==> src/rtl/multicycle_pkg.sv <==
// multicycle_pkg: shared FSM states, opcodes and decode helpers for the multicycle datapath
package multicycle_pkg;
    typedef enum logic [2:0] {FETCH, DECODE, EXECUTE, MEM, WB, HALT} state_t;
    typedef enum logic {ALU_ADD, ALU_SUB} alu_op_t;
    localparam logic [6:0] OP_IMM = 7'h13;
    localparam logic [6:0] OP = 7'h33;
    localparam logic [6:0] BRANCH = 7'h63;
    localparam logic [6:0] LOAD = 7'h03;
    localparam logic [6:0] STORE = 7'h23;
    localparam logic [2:0] F3_ADD = 3'b000;
    localparam logic [2:0] F3_BEQ = 3'b000;
    localparam logic [2:0] F3_BNE = 3'b001;
    localparam logic [2:0] F3_LW = 3'b010;
    localparam logic [2:0] F3_SW = 3'b010;
    localparam logic [6:0] F7_ADD = 7'h00;
    localparam logic [6:0] F7_SUB = 7'h20;
    function automatic logic is_legal(input logic [31:0] ir);
        logic [2:0] f3;
        logic [6:0] f7;
        f3 = ir[14:12];
        f7 = ir[31:25];
        return ir[6:0] == OP_IMM ? f3 == F3_ADD :
               ir[6:0] == OP     ? f3 == F3_ADD && (f7 == F7_ADD || f7 == F7_SUB) :
               ir[6:0] == BRANCH ? f3 == F3_BEQ || f3 == F3_BNE :
               ir[6:0] == LOAD   ? f3 == F3_LW :
               ir[6:0] == STORE  ? f3 == F3_SW : 1'b0;
    endfunction
endpackage

==> src/rtl/mc_regfile.sv <==
// mc_regfile: 2-read/1-write register array with x0 hardwired to zero and an x10 tap
module mc_regfile #(
    parameter int DATA_WIDTH = 32,
    parameter int ADDR_WIDTH = 5
) (
    input  logic                  clk,
    input  logic                  rst,
    input  logic [ADDR_WIDTH-1:0] rs1_addr,
    input  logic [ADDR_WIDTH-1:0] rs2_addr,
    input  logic [ADDR_WIDTH-1:0] rd_addr,
    input  logic                  we,
    input  logic [DATA_WIDTH-1:0] rd_data,
    output logic [DATA_WIDTH-1:0] rs1_data,
    output logic [DATA_WIDTH-1:0] rs2_data,
    output logic [DATA_WIDTH-1:0] a0
);
    logic [DATA_WIDTH-1:0] regs [2**ADDR_WIDTH];
    // x0 is never written, so it reads back as its reset value of zero
    always_ff @(posedge clk or posedge rst)
        if (rst)
            for (int i = 0; i < 2**ADDR_WIDTH; i++) regs[i] <= '0;
        else if (we && rd_addr != '0)
            regs[rd_addr] <= rd_data;
    assign rs1_data = regs[rs1_addr];
    assign rs2_data = regs[rs2_addr];
    assign a0 = regs[10];
endmodule

==> src/rtl/multicycle_datapath.sv <==
// multicycle_datapath: reduced RV32 core executing one instruction at a time over
// FETCH/DECODE/EXECUTE/MEM/WB with req/ready instruction and data memories
module multicycle_datapath
    import multicycle_pkg::*;
#(
    parameter int DATA_WIDTH = 32,
    parameter int REG_ADDRESS_WIDTH = 5,
    parameter int MEM_ADDRESS_WIDTH = 8,
    parameter logic [DATA_WIDTH-1:0] RESET_PC = '0
) (
    input  logic                         clk,
    input  logic                         rst,
    output logic                         imem_req,
    output logic [MEM_ADDRESS_WIDTH-1:0] imem_addr,
    input  logic                         imem_ready,
    input  logic [31:0]                  imem_rdata,
    output logic                         dmem_req,
    output logic                         dmem_we,
    output logic [MEM_ADDRESS_WIDTH-1:0] dmem_addr,
    output logic [DATA_WIDTH-1:0]        dmem_wdata,
    input  logic                         dmem_ready,
    input  logic [DATA_WIDTH-1:0]        dmem_rdata,
    output logic [DATA_WIDTH-1:0]        pc,
    output logic [DATA_WIDTH-1:0]        a0,
    output logic                         halted
);
    state_t state, state_n;
    alu_op_t alu_op;
    logic active;
    logic [31:0] ir;
    logic [6:0] opcode;
    logic [DATA_WIDTH-1:0] a_q, b_q, alu_q, mdr_q, imm, alu_res, rs1_v, rs2_v, wb_data, pc_plus4;
    logic take;
    assign opcode = ir[6:0];
    assign imm = opcode == STORE  ? {{(DATA_WIDTH-12){ir[31]}}, ir[31:25], ir[11:7]} :
                 opcode == BRANCH ? {{(DATA_WIDTH-13){ir[31]}}, ir[31], ir[7], ir[30:25], ir[11:8], 1'b0} :
                                    {{(DATA_WIDTH-12){ir[31]}}, ir[31:20]};
    assign alu_op = opcode == OP && ir[31:25] == F7_SUB ? ALU_SUB : ALU_ADD;
    assign alu_res = alu_op == ALU_SUB ? a_q - b_q : a_q + (opcode == OP ? b_q : imm);
    assign take = (a_q == b_q) ^ (ir[14:12] == F3_BNE);
    assign pc_plus4 = pc + DATA_WIDTH'(4);
    assign wb_data = opcode == LOAD ? mdr_q : alu_q;
    // active holds off the first fetch request until one edge after reset release
    assign imem_req = active && state == FETCH;
    assign imem_addr = pc[MEM_ADDRESS_WIDTH-1:0];
    assign dmem_req = state == MEM;
    assign dmem_we = dmem_req && opcode == STORE;
    assign dmem_addr = alu_q[MEM_ADDRESS_WIDTH-1:0];
    assign dmem_wdata = b_q;
    assign halted = state == HALT;
    mc_regfile #(.DATA_WIDTH(DATA_WIDTH), .ADDR_WIDTH(REG_ADDRESS_WIDTH)) u_regfile (
        .clk      (clk),
        .rst      (rst),
        .rs1_addr (REG_ADDRESS_WIDTH'(ir[19:15])),
        .rs2_addr (REG_ADDRESS_WIDTH'(ir[24:20])),
        .rd_addr  (REG_ADDRESS_WIDTH'(ir[11:7])),
        .we       (state == WB),
        .rd_data  (wb_data),
        .rs1_data (rs1_v),
        .rs2_data (rs2_v),
        .a0       (a0)
    );
    always_comb begin
        state_n = state;
        case (state)
            FETCH:   state_n = imem_req && imem_ready ? DECODE : FETCH;
            DECODE:  state_n = is_legal(ir) ? EXECUTE : HALT;
            EXECUTE: state_n = opcode == BRANCH ? FETCH : (opcode == LOAD || opcode == STORE) ? MEM : WB;
            MEM:     state_n = !dmem_ready ? MEM : opcode == LOAD ? WB : FETCH;
            WB:      state_n = FETCH;
            default: state_n = HALT;
        endcase
    end
    always_ff @(posedge clk or posedge rst)
        if (rst) begin
            state <= FETCH;
            active <= 1'b0;
            pc <= RESET_PC;
            ir <= '0;
            a_q <= '0;
            b_q <= '0;
            alu_q <= '0;
            mdr_q <= '0;
        end else begin
            state <= state_n;
            active <= 1'b1;
            if (imem_req && imem_ready) ir <= imem_rdata;
            if (state == DECODE) begin
                a_q <= rs1_v;
                b_q <= rs2_v;
            end
            if (state == EXECUTE) alu_q <= alu_res;
            if (state == EXECUTE && opcode == BRANCH) pc <= take ? pc + imm : pc_plus4;
            if (state == MEM && dmem_ready && opcode == LOAD) mdr_q <= dmem_rdata;
            if (state == WB || (state == MEM && dmem_ready && opcode == STORE)) pc <= pc_plus4;
        end
endmodule
==> config.mk <==
export PLATFORM = sky130hd
export DESIGN_NAME = multicycle_datapath
export DESIGN_NICKNAME = d
export VERILOG_FILES = /design/src/rtl/multicycle_pkg.sv /design/src/rtl/mc_regfile.sv /design/src/rtl/multicycle_datapath.sv
export SDC_FILE = /design/constraint.sdc
export NUM_CORES = 2
export LEC_CHECK = 0
export ABC_AREA = 1
export ABC_CLOCK_PERIOD_IN_PS = 98700
export BUFFER_PORTS_ARGS = -buffer_cell sky130_fd_sc_hd__buf_4
export CAP_MARGIN = 20
export CORE_ASPECT_RATIO = 1.5
export CORE_MARGIN = 5
export CORE_UTILIZATION = 30
export CTS_BUF_LIST = sky130_fd_sc_hd__clkbuf_8 sky130_fd_sc_hd__clkbuf_16
export CTS_CLUSTER_DIAMETER = 40
export DETAILED_ROUTE_END_ITERATION = 6
export HOLD_SLACK_MARGIN = 0.03
export PLACE_DENSITY_LB_ADDON = 0.3
export SYNTH_ARGS = -nofsm -noshare
export SYNTH_HDL_FRONTEND = slang
export SYNTH_HIERARCHICAL = 1
export SYNTH_SLANG_ARGS = --single-unit
==> constraint.sdc <==
create_clock -name clk -period 98.7 [get_ports clk]
set_input_delay 9.87 -clock clk [delete_from_list [all_inputs] [get_ports clk]]
set_output_delay 9.87 -clock clk [all_outputs]
set_load 0.1 [all_outputs]
---- Word-level counts from Yosys, hierarchy flattened ----
Cells that the tools add are included.
cells by class
  bitwise gates (word level) .............. 4
  add/subtract/negate cells ............... 4
  $lt $le $gt $ge ......................... 4
  divide/modulo/power cells ............... 0
  equal/unequal tests ..................... 14
  shift-type cells ........................ 0
  multipliers ............................. 0
  muxes and demuxes ....................... 30
  reduce and logical (&&, ||, !) cells .... 20
operator list
  operator                                                         number
  1024-bit bitwise mux                                             1
  32-bit two-way mux                                               11
  32-bit binary-select mux with 5-bit select                       2
  32-bit demux with 5-bit select                                   1
  32-bit adder                                                     2
  32-bit by 3-bit adder with 32-bit output, second input constant  1
  32-bit == test                                                   1
  32-bit subtractor                                                1
  12-bit two-way mux                                               2
  7-bit by 6-bit == test with 1-bit output, second input constant  3
  6-bit >= comparator, second input constant                       3
  5-bit inverter with 6-bit output                                 3
  3-bit two-way mux                                                5
  3-bit one-hot mux with 5 select lines                            1
  1-bit logical AND                                                11
  3-bit by 2-bit == test with 1-bit output, second input constant  3
  7-bit by 2-bit == test with 1-bit output, second input constant  1
  7-bit by 5-bit == test with 1-bit output, second input constant  1
  7-bit == test, second input constant                             1
  7-bit zero test                                                  1
  1-bit two-way mux                                                7
  3-bit by 1-bit == test with 1-bit output, second input constant  2
  3-bit == test, second input constant                             2
  3-bit zero test                                                  2
  other kinds (5)                                                  8
word-level totals
  memories kept ........................... 0
  bits of input ports ..................... 68
  bits in writable memories ............... 0
  output and inout bits ................... 116
  bits in registers ....................... 1,220
  bits in latches ......................... 0
  ROM bits ................................ 0

---- Logic depth before layout (Yosys ltp) ----
  depth after elaboration ................. 8
  depth in mapped cells ................... 23
  depth with buffers taken out ............ 22

---- Hierarchy ----
The synthesis kept the hierarchy.
modules (own cells, without submodules)
  module               times used  area an instance (um^2)  cells an instance
  mc_regfile           1           56,614.3                 8,304
  multicycle_datapath  1           17,093.9                 2,794

---- Worst setup path after synthesis ----
Ideal clock, no wire load.
  kind .................................... flip-flop to output port
  from .................................... register state[0]
  to ...................................... output port halted
  setup slack ............................. 86.323 ns
  cell stages (with the launch flop) ...... 3
  buffers on the path ..................... 0
  data arrival time ....................... 2.507 ns
  data required time ...................... 88.830 ns
  cell sequence ........................... dfrtp_1 inv_1 nor3_1
between the ends
  word-level cells in the longest chain between the ends .. 1
ends and longest elaborated chain
  element                   line                       source
  start: declaration        multicycle_datapath.sv:27  state_t state, state_n;
  start signal: assignment  multicycle_datapath.sv:85  state <= state_n;
  3-bit == test             multicycle_datapath.sv:50  assign halted = state == HALT;
  end: declaration          multicycle_datapath.sv:25  output logic halted
No other way between the ends.

==> results.md <==
- Status: finished, violations left
- Failing checks: design-rule violations
- Area contributors post-synth: dfrtp_1, nand2_1, nand3_1
- Critical setup path kind: in -> async
- Yosys top cell by area: dfrtp_1
- Core area: 245300 um2
- PwrDens: 13.51 nW/um2
- Ys async rst share: 100.0%
- CTS max path bufs: 4
- Pin count of the biggest net entering global routing: 161
- Commonest cells post-synth: nand2_1, nand3_1, dfrtp_1
- Hold_sp: u_regfile/regs[1023]
- Distinct cell type count after synthesis: 54
- Clk slew on worst S/H paths: 0.05 ns
- Unrepaired setup endpoints after global routing: false
- Die Ht: 617.1 um
- Critical R2R Launch: ir[20]
- Total of max-cap violations: 0
- LEAKAGE: 0.03873 uW
- Setup repair bufs after CTS: 0
- Worst min-delay path category: reg -> reg
- Max-slew headroom: 17.12%
- Final setup TNS: 0 ns
- Slew @ Worst Pin: 1.230 ns
- Post-synth top area share: 41.42%
- Fin nets: 10887
- Routability congestion estimate: 0.9660
- DR DRC count: 1
- Main synth FF type: dfrtp_1
- Die Area: 255900 um2
- Seq/Total Area, Yosys: 41.42%
- Worst Path Required: 99.68 ns
- TritonCTS Buffers: 157
- Hold EP: u_regfile/regs[1023]
- Routed wire length: 321300 um
- Dpl hpwl: 199100 um
- Initial antenna violation count: 17
- Number of synthesized flops with an enable pin: 0
- Worst Clk Skew: 0.07563 ns
- Clock sink total: 1220
- Final setup vio count: 0
- Pre-antenna DRT Iters: 7
- Starting density of the core: 30.05%
- First-pass GRT wire length: 472800 um
- Tcrit/Tclk final: 12.84%
- Final min period: 12.67 ns
- Count leader, synth: nand2_1
- Crit path max fanout: 110
- Avg Inst Size Synth: 6.642 um2
- Port Buffers: 183
- Via count: 74189
- Synthesized area: 73710 um2
- Flops & latches, synth: 1220
- Synth Warn #: 6
- Average wire per standard cell: 22.78 um
- CTS Root Cell: clkbuf_16
- Row cnt: 223
- Util after Layout: 33.48%
- Vias in the first global route: 69924
- Reg2reg setup slack: 93.64 ns
- Layout cell share with drive strength beyond 1: 6.490%
- Antenna Violating Nets Remaining: 0
- Hold buffers post-CTS: 0
- Critical Path Start Type: input pin
- Fmax achieved: 78.90 MHz
- Area Growth Syn to Fin: 11.40%
- Io pins: 184
- Avg Vias per Cell: 5.262
- Mapped Nets: 11265
- Max-slew violations: 0
- CTS tree: built
- Number of cells on the worst hold path: 0
- R2R depth: 14
- Gr ovfl total: 0
- Die width: 414.7 um
- Post-cts resize count: 0
- Peak VDD IR: 14.11 uV
- All-Layer GR Usage: 24.13%
- R2r endpoint: dmem_wdata[0]
- DR iter-0 viols: 8664
- Worst Setup End Kind: asynchronous set/reset pin
- CP arrival: 13.65 ns
- Final Hold Fails: 0
- Synth Instances: 11098
- Critical path launch point: rst
- H-Tree Depth: 4
- Worst-skew pair later-pin latency: 0.83 ns
placed cells by master (no fill, tap or decap), types with 8 or more instances in the layout:
cell and count:
a21oi_1 263, a22oi_1 11, buf_4 308, bufinv_16 15, clkbuf_16 160, clkbuf_8 19, clkinv_2 12, clkinvlp_4 18
dfrtp_1 1210, dfrtp_4 8, ha_1 96, inv_1 538, inv_2 13, inv_6 15, inv_8 9, mux2_2 18
nand2_1 4783, nand2_2 26, nand2_4 14, nand3_1 1708, nand3b_1 12, nand4_1 21, nor2_1 357, nor2_2 8
nor2_4 9, nor3_1 32, nor3_4 8, o21ai_0 980, o21ai_1 38, xnor2_1 10, xor2_1 27
where the power goes:
group	internal, uW	total [uW]	switching (uW)
registers	501	501	0.211
logic	2.69	14.8	12.1
clock network	351	593	243
metal layers:
layer / routed length, um / global-route usage (%) / vias up
met3: 21740 / 3.223 / 858
met4: 27780 / 17.46 / 16
met5: 100 / 0 / -
met2: 147700 / 39.62 / 3217
li1: - / - / 34764
met1: 123900 / 29.10 / 35334
per-stage QoR:
step                      instance area [um2]  hold WS [ns]  instances  worst slack (ns)  total power [uW]
final                                   82110        0.4011      14100             86.03              1109
after global routing                    82100        0.4134      14096             85.51              1139
after CTS                               81960        0.4024      14089             85.56              1120
after detailed placement                76720        0.3881      13818             84.67             525.7
after global placement                  76720        0.3864      13818             84.69             525.6
after floorplan                         73710        0.4492      11098             60.01             519.1
area by class of cell:
type / instances / area [um2]
tap: 3262 / 4081
multi-input combinational: 8478 / 37530
antenna: 6 / 15.01
inverter: 543 / 2101
clock buffer: 179 / 4265
fill: 26743 / 163100
timing repair buffer: 320 / 2590
sequential: 1220 / 30560
clock inverter: 92 / 969.7
critical path: stages:
cell    delay (ns)
buf_4         0.15
inv_8         0.57
buf_4         0.58
buf_4         0.83
buf_4         0.70
buf_4         0.44
buf_16        0.31
flip-flops by register name (all words and copies together), names as in the netlist:
register and cells:
mdr_q 32, pc 32, u_regfile/regs 992, u_regfile/a0 32, dmem_wdata 32, state 3
active 1, alu_q 32, a_q 32, ir 32
kinds of logic (layout without fill, tap and decap cells):
kind of cell / Yosys count / in the layout / synth area share [%]
adders and majority gates: 99 / 99 / 1.711
muxes: 18 / 18 / 0.2750
DFF: 1220 / 1220 / 41.42
other: 1 / 7 / 0.005088
buffers and inverters: 1400 / 1134 / 7.797
and+or+nand+nor: 7005 / 7005 / 39.27
xor gates and xnor gates: 37 / 37 / 0.4397
AOI/OAI and AO/OA: 1318 / 1318 / 9.087
worst max-delay path by stage:
stage                          end  slack (ns)
6_report       u_regfile/regs[281]       86.03
5_1_grt        u_regfile/regs[506]       85.51
4_1_cts        u_regfile/regs[506]       85.56
3_5_place_dp   u_regfile/regs[378]       84.67
3_3_place_gp   u_regfile/regs[288]       84.69
2_1_floorplan      u_regfile/a0[0]       60.01
Note: power is estimated with default switching activity, not from simulation.
